$ cat config.mk
export PLATFORM = sky130hd
export DESIGN_NAME = rbus_vga_eve_seq
export DESIGN_NICKNAME = d
export VERILOG_FILES = /design/src/rtl/rbus_vga_eve_seq.sv
export SDC_FILE = /design/constraint.sdc
export NUM_CORES = 1
export LEC_CHECK = 0
export ABC_CLOCK_PERIOD_IN_PS = 3100
export BUFFER_PORTS_ARGS = -buffer_cell sky130_fd_sc_hd__buf_2
export CAP_MARGIN = 5
export CORE_MARGIN = 2
export CORE_UTILIZATION = 51
export DETAILED_ROUTE_END_ITERATION = 8
export PLACE_DENSITY = 0.84
export SKIP_LAST_GASP = 1
export SLEW_MARGIN = 20
export SYNTH_ARGS = -nofsm -noshare
export SYNTH_HDL_FRONTEND = slang
export SYNTH_SLANG_ARGS = --single-unit
$ cat constraint.sdc
create_clock -name clk -period 3.1 [get_ports clk]
set_input_delay 0.155 -clock clk [delete_from_list [all_inputs] [get_ports clk]]
set_output_delay 0.155 -clock clk [all_outputs]
set_load 0.1 [all_outputs]
$ cat src/rtl/rbus_vga_eve_seq.sv
// Event-side sequencer for the RBUS VGA box: plays a captured display
// configuration as an ordered series of config events and drains a local
// character FIFO as PUT_CHAR events, all on one strobe/ack event channel.
module rbus_vga_eve_seq #(
    parameter int TXT_FIFO_AW = 4
) (
    input  logic                   clk,
    input  logic                   rst,
    input  logic                   cfg_req,
    input  logic [38:0]            cfg_base_addr,
    input  logic [15:0]            cfg_ph_width,
    input  logic [15:0]            cfg_lo_width,
    input  logic [15:0]            cfg_lo_height,
    input  logic [1:0]             cfg_mode,
    input  logic                   cfg_text_ena,
    input  logic                   cfg_h_pol,
    input  logic                   cfg_v_pol,
    output logic                   cfg_busy,
    output logic                   cfg_done,
    input  logic                   txt_stb,
    input  logic [7:0]             txt_data,
    output logic                   txt_rdy,
    output logic [TXT_FIFO_AW:0]   txt_level,
    output logic                   eve_stb,
    output logic [7:0]             eve_cmd,
    output logic [39:0]            eve_ptr,
    input  logic                   eve_ack
);

    localparam int DEPTH = 2 ** TXT_FIFO_AW;
    localparam logic [TXT_FIFO_AW:0] FULL_LEVEL = (TXT_FIFO_AW + 1)'(DEPTH);
    localparam logic [3:0] LAST_IDX = 4'd8;
    localparam logic [3:0] END_IDX  = 4'd9;

    typedef enum logic [2:0] {
        IDLE,
        CFG,
        CGAP,
        TXT,
        TGAP
    } state_t;

    state_t state;
    state_t next_state;

    logic [38:0] base_q;
    logic [15:0] ph_width_q;
    logic [15:0] lo_width_q;
    logic [15:0] lo_height_q;
    logic [1:0]  mode_q;
    logic        text_ena_q;
    logic        h_pol_q;
    logic        v_pol_q;
    logic [3:0]  cfg_idx;

    logic [7:0]             fifo_mem [DEPTH];
    logic [TXT_FIFO_AW-1:0] wr_ptr;
    logic [TXT_FIFO_AW-1:0] rd_ptr;

    logic xfer;
    logic cfg_xfer;
    logic push;
    logic pop;

    assign xfer     = eve_stb && eve_ack;
    assign cfg_xfer = xfer && (state == CFG);
    assign pop      = xfer && (state == TXT);
    assign txt_rdy  = (txt_level != FULL_LEVEL);
    assign push     = txt_stb && txt_rdy;

    // Latch a config request when idle and track busy/done around the sequence
    always_ff @(posedge clk) begin
        if (rst) begin
            base_q      <= '0;
            ph_width_q  <= '0;
            lo_width_q  <= '0;
            lo_height_q <= '0;
            mode_q      <= '0;
            text_ena_q  <= 1'b0;
            h_pol_q     <= 1'b0;
            v_pol_q     <= 1'b0;
            cfg_busy    <= 1'b0;
            cfg_done    <= 1'b0;
        end else begin
            cfg_done <= 1'b0;
            if (cfg_req && !cfg_busy) begin
                base_q      <= cfg_base_addr;
                ph_width_q  <= cfg_ph_width;
                lo_width_q  <= cfg_lo_width;
                lo_height_q <= cfg_lo_height;
                mode_q      <= cfg_mode;
                text_ena_q  <= cfg_text_ena;
                h_pol_q     <= cfg_h_pol;
                v_pol_q     <= cfg_v_pol;
                cfg_busy    <= 1'b1;
            end else if (cfg_xfer && (cfg_idx == LAST_IDX)) begin
                cfg_busy <= 1'b0;
                cfg_done <= 1'b1;
            end
        end
    end

    // Config event index: restarts from zero whenever the sequencer is idle
    always_ff @(posedge clk) begin
        if (rst) begin
            cfg_idx <= '0;
        end else if (state == IDLE) begin
            cfg_idx <= '0;
        end else if (cfg_xfer) begin
            cfg_idx <= cfg_idx + 4'd1;
        end
    end

    // Character storage; contents need no reset since the pointers gate reads
    always_ff @(posedge clk) begin
        if (push) begin
            fifo_mem[wr_ptr] <= txt_data;
        end
    end

    // FIFO pointers and occupancy; pointers wrap naturally at the depth
    always_ff @(posedge clk) begin
        if (rst) begin
            wr_ptr    <= '0;
            rd_ptr    <= '0;
            txt_level <= '0;
        end else begin
            if (push) begin
                wr_ptr <= wr_ptr + 1'b1;
            end
            if (pop) begin
                rd_ptr <= rd_ptr + 1'b1;
            end
            case ({push, pop})
                2'b10:   txt_level <= txt_level + 1'b1;
                2'b01:   txt_level <= txt_level - 1'b1;
                default: txt_level <= txt_level;
            endcase
        end
    end

    // State register, with the strobe registered from the next state
    always_ff @(posedge clk) begin
        if (rst) begin
            state   <= IDLE;
            eve_stb <= 1'b0;
        end else begin
            state   <= next_state;
            eve_stb <= (next_state == CFG) || (next_state == TXT);
        end
    end

    // Next state: config wins at every idle decision, events are never preempted
    always_comb begin
        next_state = state;
        case (state)
            IDLE: begin
                if (cfg_busy) begin
                    next_state = CFG;
                end else if (txt_level != '0) begin
                    next_state = TXT;
                end
            end
            CFG: begin
                if (xfer) begin
                    next_state = CGAP;
                end
            end
            CGAP: begin
                if (cfg_idx == END_IDX) begin
                    next_state = IDLE;
                end else begin
                    next_state = CFG;
                end
            end
            TXT: begin
                if (xfer) begin
                    next_state = TGAP;
                end
            end
            TGAP: begin
                next_state = IDLE;
            end
            default: begin
                next_state = IDLE;
            end
        endcase
    end

    // Event payload: held stable by the state, index and FIFO head until transfer
    always_comb begin
        eve_cmd = 8'h00;
        eve_ptr = 40'd0;
        if (state == CFG) begin
            case (cfg_idx)
                4'd0: begin eve_cmd = 8'h25; eve_ptr = 40'd0; end
                4'd1: begin eve_cmd = 8'h20; eve_ptr = {1'b0, base_q}; end
                4'd2: begin eve_cmd = 8'h21; eve_ptr = {24'd0, ph_width_q}; end
                4'd3: begin eve_cmd = 8'h22; eve_ptr = {24'd0, lo_width_q}; end
                4'd4: begin eve_cmd = 8'h23; eve_ptr = {24'd0, lo_height_q}; end
                4'd5: begin eve_cmd = 8'h24; eve_ptr = {38'd0, mode_q}; end
                4'd6: begin eve_cmd = 8'h27; eve_ptr = {39'd0, h_pol_q}; end
                4'd7: begin eve_cmd = 8'h28; eve_ptr = {39'd0, v_pol_q}; end
                4'd8: begin eve_cmd = 8'h25; eve_ptr = {39'd0, text_ena_q}; end
                default: begin eve_cmd = 8'h00; eve_ptr = 40'd0; end
            endcase
        end else if (state == TXT) begin
            eve_cmd = 8'h26;
            eve_ptr = {32'd0, fifo_mem[rd_ptr]};
        end
    end

endmodule
==> results of run 1 <==
-- cell families after synthesis --
| group | Yosys count | synth area share [%] |
|---|---|---|
| compound gates | 168 | 9.95 |
| xor+xnor | 11 | 0.949 |
| other cells | 1 | 0.0369 |
| buf+inv | 78 | 3.17 |
| simple gates | 336 | 14.5 |
| flops | 247 | 61.3 |
| mux | 44 | 8.30 |
| fa+ha+maj | 14 | 1.80 |
-- path summary, 6_finish.rpt --
path	from	slack [ns]	endpoint
worst max-delay path	cfg_idx[0]	0.12	eve_ptr[0]
worst min-delay path	txt_data[1]	0.02	fifo_mem[5][1]
worst max register to register	txt_level[0]	0.21	txt_level[4]
worst min register to register	base_q[21]	0.45	base_q[21]
-- synth_stat cells (2+ instances only) --
cell and n:
nand4b_1 2, a21oi_1 103, nor2b_1 5, a222oi_1 15, o21ai_0 13, nand3_1 12, nand2b_1 5, edfxtp_1 128
buf_2 9, clkbuf_1 50, xor2_1 7, or2_2 2, mux2i_1 11, nand2_1 201, o211ai_1 6, a211oi_1 2
and2_1 7, nor4_1 2, a31oi_1 9, clkbuf_2 2, nor3b_1 2, a22oi_1 11, xnor2_1 4, inv_1 11
nor3_1 9, ha_1 13, mux4_2 32, buf_4 4, nand3b_1 2, dfxtp_1 119, and2_2 17, buf_1 2
nor2_1 63, nand4_1 3
-- where the power goes --
part / internal [mW] / switching, mW
clock network: 1.70 / 1.25
logic: 0.295 / 0.587
registers: 3.55 / 0.0738
total: 5.54 / 1.91
-- routing by layer --
metal / track usage, % / up-vias / wire length, um
li1: - / 3667 / -
met1: 33.1 / 3887 / 10500
met2: 44.2 / 561 / 13700
met3: 4.94 / 101 / 2900
met4: 9.56 / 0 / 1020
met5: 0 / - / 0
-- cell type report --
class	instances	area (um2)
timing repair buffer	276	1950
multi-input combinational	577	3650
tap	265	332
inverter	11	41.3
clock inverter	17	145
clock buffer	29	661
fill	1252	6520
sequential	247	6230
-- worst register-to-register path: stages, from the launching register on --
cell      delay, ns
dfxtp_2        0.35
nor4_2         0.38
a21boi_2       0.12
inv_1          0.07
ha_1           0.23
inv_1          0.11
fa_1           0.39
nor2b_1        0.17
o21ai_0        0.14
nand3_1        0.10
or3b_2         0.45
mux2_2         0.27
-- timing repair --
action,CTS,global route
hold buffers,94,0
resized for setup,2,1
hold endpoints to repair,102,0
endpoints found under the setup margin,1,4
-- sequential cells by signal, indices dropped and copies added, names as in the netlist, named ones only --
signal and count:
txt_level 5, rd_ptr 4, wr_ptr 4, text_ena_q 1
v_pol_q 1, ph_width_q 16, eve_stb 1, lo_height_q 16
cfg_busy 1, cfg_idx 4, lo_width_q 16, fifo_mem 128
h_pol_q 1, cfg_done 1, mode_q 2, state 3
base_q 39
==> flow_metrics.tcl, run 1 <==
set metrics [dict create \
    synth_edf_count 128 \
    ys_warn_count 0 \
    cts_tree "yes" \
    slew_headroom_pct 32.7 \
    areaGrowthSynthToFinish_pct 28.1 \
    cp.arrival_ns 2.82 \
    layout_commonest_cell "nand2_1" \
    max_stage_delay_ns 0.45 \
    placementRows 51 \
    drc_errors 0 \
    rsz0062_at_grt "false" \
    hold_viol_final 0 \
    status "finished clean" \
    clock_skew_ns 0.0130 \
    end_kind "output port" \
    totalWireLength_um 28100 \
    crit_slowest_cell "buf_2" \
    hold_path_class "input pin to flip-flop" \
    layout.cells.non_filler 1422 \
    grt_start_max_net_pins 97 \
    syn_area_mm2 0.0102 \
    final_cell_mix "nand2_1 (201), buf_2 (154), edfxtp_1 (128)" \
    placed_cell_area_mm2 0.0113 \
    clock_path_buffers 3 \
    async_flop_share_pct 0 \
    cts_buffers 25 \
    antennaDiodeCount 0 \
    max_cap_viol_count 0 \
    total_leakage_power_nw 4.88 \
    drive_gt1_share_pct 25.2 \
    grt_pass1_vias 8056 \
    setup_violations 0 \
    nNetsFinal 1257 \
    vias 8216 \
    die_x_um 145 \
    numClockSinks 247 \
    core_area_mm2 0.0195 \
    period_minus_slack_ns 2.98 \
    worst-path-max-fanout 18 \
    p_total_mw 7.46 \
    drtIter0Drc 913 \
    ios 162 \
    grt_use_total_pct 25.9 \
    port_buffers 157 \
    p_per_area_mw_per_mm2 573 \
    antenna_found_initial 0 \
    vdd_drop_max_uv 506 \
    tightest_slew_ns 1.01 \
    path_class "flip-flop to output port" \
    cts_setup_buffers 0 \
    slew_viol_final 0 \
    critical_path_required_ns 2.94 \
    h-tree-depth 1 \
    dp_slack_ns 0.279 \
    dieHeight_um 145 \
    synth-main-ff-cell "edfxtp_1" \
    syn_area_per_cell_um2 11.3 \
    gr-total-overflow 0 \
    ant_nets 0 \
    final_design_area_no_fill_mm2 0.0130 \
    min_period_over_period_pct 96.1 \
    fin_tns_setup_ns 0 \
    post_drt_wl_per_cell_um 19.8 \
    crit_chain "ha_1 -> buf_4 -> a222oi_1 -> nor2b_1 -> a311oi_1 -> a31oi_1 -> o21ai_1 -> buf_2" \
    holdWs_ns 0.0172 \
    numPlacedInstances 1282 \
    reg2reg_depth 11 \
    dieArea_mm2 0.0210 \
    cts-root-buf "clkbuf_16" \
    drt_pass1_iterations 7 \
    cp.buffers_inverters 2 \
    synth_top_area_share_pct 37.9 \
    synthCells 899 \
    hold_depth 1 \
    synth_cell_types 50 \
    crit_family "buffers and inverters" \
    final_util_pct 66.6 \
    fmax_mhz 336 \
    start_kind "flip-flop" \
    ys_seq_area_share_pct 61.3 \
    viasPerCell 5.78 \
    synth_area_leaders "edfxtp_1 (38%), dfxtp_1 (23%), nand2_1 (7.4%)" \
    clk_pin_slew_ns 0.07 \
    path_depth 8 \
    grt_pass1_wl_um 43700 \
    dp_hpwl_um 15500 \
    ys_ff_latch 247 \
    insertion_delay_ns 0.53 \
    globalplace.congestion 0.836 \
    synth_top_cell_by_area "edfxtp_1" \
    initial_core_util_pct 52.0 \
    finalWorstSetupSlack_ns 0.122 \
]
Power figures use the tool's default switching activity.
==> inputs of run 2 (changes only) <==
BUFFER_PORTS_ARGS = default   (was -buffer_cell sky130_fd_sc_hd__buf_2)
CORE_MARGIN = default   (was 2)
CORE_UTILIZATION = 33   (was 51)
DONT_BUFFER_PORTS = 1   (was default)
PLACE_DENSITY = 0.56   (was 0.84)
==> flow_metrics.tcl, run 2 (synthesis results as in run 1) <==
set metrics [dict create \
    die_x_um 177 \
    post_drt_wl_per_cell_um 17.5 \
    h-tree-depth 1 \
    largest_reg_flops 128 \
    start_kind "flip-flop" \
    fillers 2774 \
    rr_endpoint "txt_level[4]" \
    reg_top3 "fifo_mem: 128 flops, base_q: 39 flops" \
    drt_pass1_iterations 5 \
    layout.cells.non_filler 1437 \
    clk_pin_slew_ns 0.06 \
    critical_path_required_ns 2.94 \
    final_design_area_no_fill_mm2 0.0130 \
    totalWireLength_um 25100 \
    seqPwrFrac_pct 47.3 \
    drc_errors 0 \
    switchingPower_mw 1.94 \
    clock_skew_ns 0.0140 \
    wl_met1_um 11100 \
    port_buffers 0 \
    placementRows 63 \
    layout_commonest_cell "nand2_1" \
    cp.arrival_ns 2.77 \
    cts_tree "yes" \
    numClockSinks 247 \
    dieArea_mm2 0.0315 \
    routed-wl-met2_um 11700 \
    drive_gt1_share_pct 18.0 \
    max_stage_delay_ns 0.51 \
    slew_headroom_pct 33.2 \
    vdd_drop_max_uv 368 \
    combPwrFrac_pct 11.4 \
    placed_cell_area_mm2 0.0110 \
    hold_viol_final 0 \
    nNetsFinal 1144 \
    dr.max_layer_used "met5" \
    dp_hpwl_um 16000 \
    drtIter0Drc 586 \
    globalplace.congestion 0.790 \
    final_util_pct 43.3 \
    crit_family "simple AND/OR/NAND/NOR gates" \
    status "finished clean" \
    regToRegSetupSlack_ns 0.40 \
    cp.buffers_inverters 2 \
    areaGrowthSynthToFinish_pct 27.8 \
    crit_slowest_cell "or3b_1" \
    antenna_found_initial 2 \
    min_period_over_period_pct 94.2 \
    viasPerCell 5.01 \
    p_sw_share_pct 25.4 \
    fin_tns_setup_ns 0 \
    end_kind "output port" \
    grt_start_max_net_pins 115 \
    p_clk_share_pct 41.4 \
    cts_buffers 27 \
    gr-total-overflow 0 \
    vias 7195 \
    ios 162 \
    numPlacedInstances 1284 \
    total_leakage_power_nw 4.49 \
    core_area_mm2 0.0300 \
    tightest_slew_ns 1.00 \
    min_to "txt_level[2]" \
    reg2reg_from "txt_level[0]" \
    grt_pass1_vias 7203 \
    dr_wl_met3_um 1770 \
    hold_depth 2 \
    cts-root-buf "clkbuf_16" \
    worst-path-max-fanout 7 \
    clock_path_buffers 3 \
    path_class "flip-flop to output port" \
    grt_pass1_wl_um 39200 \
    max_cap_viol_count 0 \
    rsz0062_at_grt "false" \
    p_per_area_mw_per_mm2 588 \
    insertion_delay_ns 0.53 \
    reg2reg_depth 11 \
    final_cell_mix "nand2_1 (201), edfxtp_1 (128), dfxtp_1 (110)" \
    holdWs_ns 0.00593 \
    grt_use_total_pct 15.9 \
    dieHeight_um 177 \
    hp-start "rst" \
    slew_viol_final 0 \
    crit_chain "buf_4 -> or3b_1 -> nor2_1 -> and2_1 -> a22oi_2 -> o211ai_1 -> buf_16" \
    fmax_mhz 342 \
    hold_path_class "input pin to flip-flop" \
    setup_violations 0 \
    initial_core_util_pct 33.9 \
    ant_nets 0 \
    p_int_mw 5.69 \
    period_minus_slack_ns 2.92 \
    top_register "fifo_mem" \
]
-- run 2: changes by cell type in the layout (fill, tap and decap cells not counted), moves of 3 or more --
cell | previous run | this run
buf_2 | 154 | 0
buf_4 | 26 | 52
nor2_1 | 63 | 54
nor2_2 | 0 | 9
buf_16 | 0 | 7
dlygate4sd3_1 | 94 | 101
clkbuf_16 | 25 | 28
clkinvlp_2 | 3 | 0
clkinvlp_4 | 1 | 4
dfxtp_1 | 113 | 110
dfxtp_2 | 6 | 9
-- run 2: power by group through the flow --
stage                     sequential (mW)  clock, mW  combinational [mW]
final                                3.61       3.16               0.867
after detailed placement             3.68          0               0.713
after CTS                            3.61       3.24               0.872
after global routing                 3.62       3.38               0.936
after global placement               3.67          0               0.708
after floorplan                      3.72          0               0.489
-- run 2: worst max path at each step --
stage                 start           end  cells past startpoint
3_3_place_gp   txt_level[0]  txt_level[4]                     11
2_1_floorplan  txt_level[0]  txt_level[4]                     11
3_5_place_dp   txt_level[0]  txt_level[4]                     11
4_1_cts          cfg_idx[0]    eve_ptr[6]                      8
6_report           state[2]    eve_ptr[6]                      7
5_1_grt          cfg_idx[0]    eve_ptr[2]                      8
-- run 2: metal layers --
metal	up-vias	global-route usage [%]
met5	-	0
met4	2	4.06
met3	40	2.93
met2	245	26.9
met1	3458	21.0
li1	3450	-
-- run 2: final cells by class --
cell class,count,area (um2),area share (%)
flip-flops and latches,247,6240,48.1
multi-input cells,577,3700,28.6
repair buffers,161,1610,12.4
diodes,1,2.50,0.0193
inverters,11,41.3,0.318
clock inverters,19,163,1.25
well taps,390,488,3.76
clock buffers,31,722,5.57
-- run 2: what timing repair did --
item,4_1_cts,5_1_grt
endpoints found under the hold margin,247,0
hold buffers,102,0
gates resized for setup,0,5
setup endpoints to repair,0,4
buffers inserted,0,0
-- run 2: through the flow --
step / power [mW] / worst slack [ns]
after floorplan: 4.21 / 0.0769
after global placement: 4.38 / 0.396
after detailed placement: 4.39 / 0.411
after CTS: 7.72 / 0.000862
after global routing: 7.93 / 0.0248
final: 7.63 / 0.179
==> inputs of run 3 (changes only) <==
==> constraint.sdc (replaced) <==
create_clock -name clk -period 3.1 [get_ports clk]
set_input_delay 0.155 -clock clk [delete_from_list [all_inputs] [get_ports clk]]
set_output_delay 0.155 -clock clk [all_outputs]
set_load 0.005 [all_outputs]
==> flow_metrics.tcl, run 3 (synthesis results as in run 1) <==
set metrics [dict create \
    crit_slowest_cell "a2111o_1" \
    crit_chain "inv_1 -> ha_1 -> a2111o_1 -> and2_1 -> a22oi_1 -> o211ai_1" \
    post_drt_wl_per_cell_um 18.2 \
    critPathCapture "eve_ptr[5]" \
    cp.arrival_ns 2.74 \
    max_stage_delay_ns 0.45 \
    path_depth 6 \
    placementRows 63 \
    cts_resized 0 \
    slew_viol_final 0 \
    cts-root-buf "clkbuf_16" \
    max_cap_viol_count 0 \
    drtIter0Drc 608 \
    ant_nets 0 \
    regToRegSetupSlack_ns 0.26 \
    grt_pass1_vias 6914 \
    clock_path_buffers 3 \
    hold_path_class "input pin to flip-flop" \
    setup_violations 0 \
    clk_pin_slew_ns 0.06 \
    port_buffers 0 \
    globalplace.congestion 0.800 \
    gr-total-overflow 0 \
    critical_path_required_ns 2.94 \
    cts_buffers 27 \
    reg2reg_from "txt_level[2]" \
    reg_top3 "fifo_mem: 128 flops, base_q: 39 flops" \
    grt_pass1_wl_um 38600 \
    p_total_mw 7.70 \
    drive_gt1_share_pct 14.0 \
    cts_tree "yes" \
    status "finished clean" \
    final_util_pct 42.5 \
    dieArea_mm2 0.0315 \
    ios 162 \
    nNetsFinal 1125 \
    final_cell_mix "nand2_1 (201), edfxtp_1 (128), dfxtp_1 (118)" \
    vias 7228 \
    layout_commonest_cell "nand2_1" \
    reg2reg_depth 11 \
    vdd_drop_max_uv 356 \
    ff_latch_area_mm2 0.00623 \
    p_per_area_mw_per_mm2 605 \
    start_kind "flip-flop" \
    totalWireLength_um 25700 \
    clock_skew_ns 0.0127 \
    total_leakage_power_nw 4.40 \
    viasPerCell 5.10 \
    tightest_slew_ns 0.762 \
    grt_use_total_pct 15.7 \
    h-tree-depth 1 \
    dieHeight_um 177 \
    areaGrowthSynthToFinish_pct 25.4 \
    largest_reg_flops 128 \
    fmax_mhz 346 \
    initial_core_util_pct 33.9 \
    crit_family "compound AO/OA/AOI/OAI gates" \
    worst-path-max-fanout 11 \
    fillers 2796 \
    insertion_delay_ns 0.54 \
    die_x_um 177 \
    multi_input_area_mm2 0.00362 \
    numClockSinks 247 \
    grt_start_max_net_pins 115 \
    end_kind "output port" \
    cp.buffers_inverters 1 \
    hold_viol_final 0 \
    fin_tns_setup_ns 0 \
    holdWs_ns 0.00594 \
    drt_pass1_iterations 7 \
    core_area_mm2 0.0300 \
    dp_hpwl_um 16300 \
    rsz0062_at_grt "false" \
    rr_endpoint "txt_level[4]" \
    path_class "flip-flop to output port" \
    period_minus_slack_ns 2.89 \
    slew_headroom_pct 49.0 \
    top_register "fifo_mem" \
    antenna_found_initial 4 \
    drc_errors 0 \
    cp-startpoint "cfg_idx[0]" \
    min_period_over_period_pct 93.3 \
]
## run 3: changes by cell type in the layout (fill, tap and decap cells not counted), moves of 3 or more
cell / delta
buf_4: -14
buf_16: -6
clkinvlp_4: -3
nor2_2: -9
bufinv_16: +3
nor2_1: +9
dfxtp_2: -8
dfxtp_1: +8
## run 3: cell type report
type                            count  area share, %
Inverter                           11          0.324
Antenna cell                        1         0.0197
Timing Repair Buffer              142           10.7
Clock buffer                       35           6.11
Sequential cell                   247           48.9
Multi-Input combinational cell    577           28.5
Tap cell                          390           3.83
Clock inverter                     14           1.60
## run 3: per-layer routing
metal  vias to the layer above  track usage (%)  part of all wire [%]
met5                         -                0                  0.16
met4                         6             3.92                   2.1
met3                        44             3.68                   7.3
met2                       259             25.9                    46
met1                      3500             20.8                    44
li1                       3419                -                     -
## run 3: what timing repair did
item                      CTS  global route
buffers inserted            0             0
hold buffers              102             0
hold endpoints to repair  247             0
## run 3: worst min path at each step
stage,from,endpoint,slack [ns],cells after the start
floorplan,rst,state[1],0.24,1
global placement,rst,base_q[22],0.23,1
detailed placement,rst,base_q[18],0.23,1
CTS,rst,txt_level[3],0.03,2
global route,rst,txt_level[0],0.04,2
finish,rst,txt_level[3],0.006,2
## run 3: worst reg2reg max path: stages (launching register included)
cell	delay, ns
dfxtp_1	0.36
nor4_1	0.40
a21boi_2	0.12
inv_1	0.07
ha_1	0.22
inv_1	0.10
fa_1	0.38
nor2b_1	0.15
o21ai_0	0.12
nand3_1	0.10
or3b_2	0.45
mux2_2	0.28
## run 3: where the power goes
part	leakage, nW	internal, mW	switching (mW)
clock	0.483	2.19	1.32
combinational	1.78	0.249	0.330
sequential	2.13	3.55	0.0592
total	4.40	5.98	1.71
## run 3: per-stage QoR
stage / setup slack, ns / std cells / area (um2)
after detailed placement: 0.285 / 1265 / 10700
final: 0.208 / 1417 / 12700
after global routing: 0.0157 / 1416 / 12700
after floorplan: 0.151 / 902 / 10200
after global placement: 0.327 / 1265 / 10700
after CTS: 0.152 / 1416 / 12700
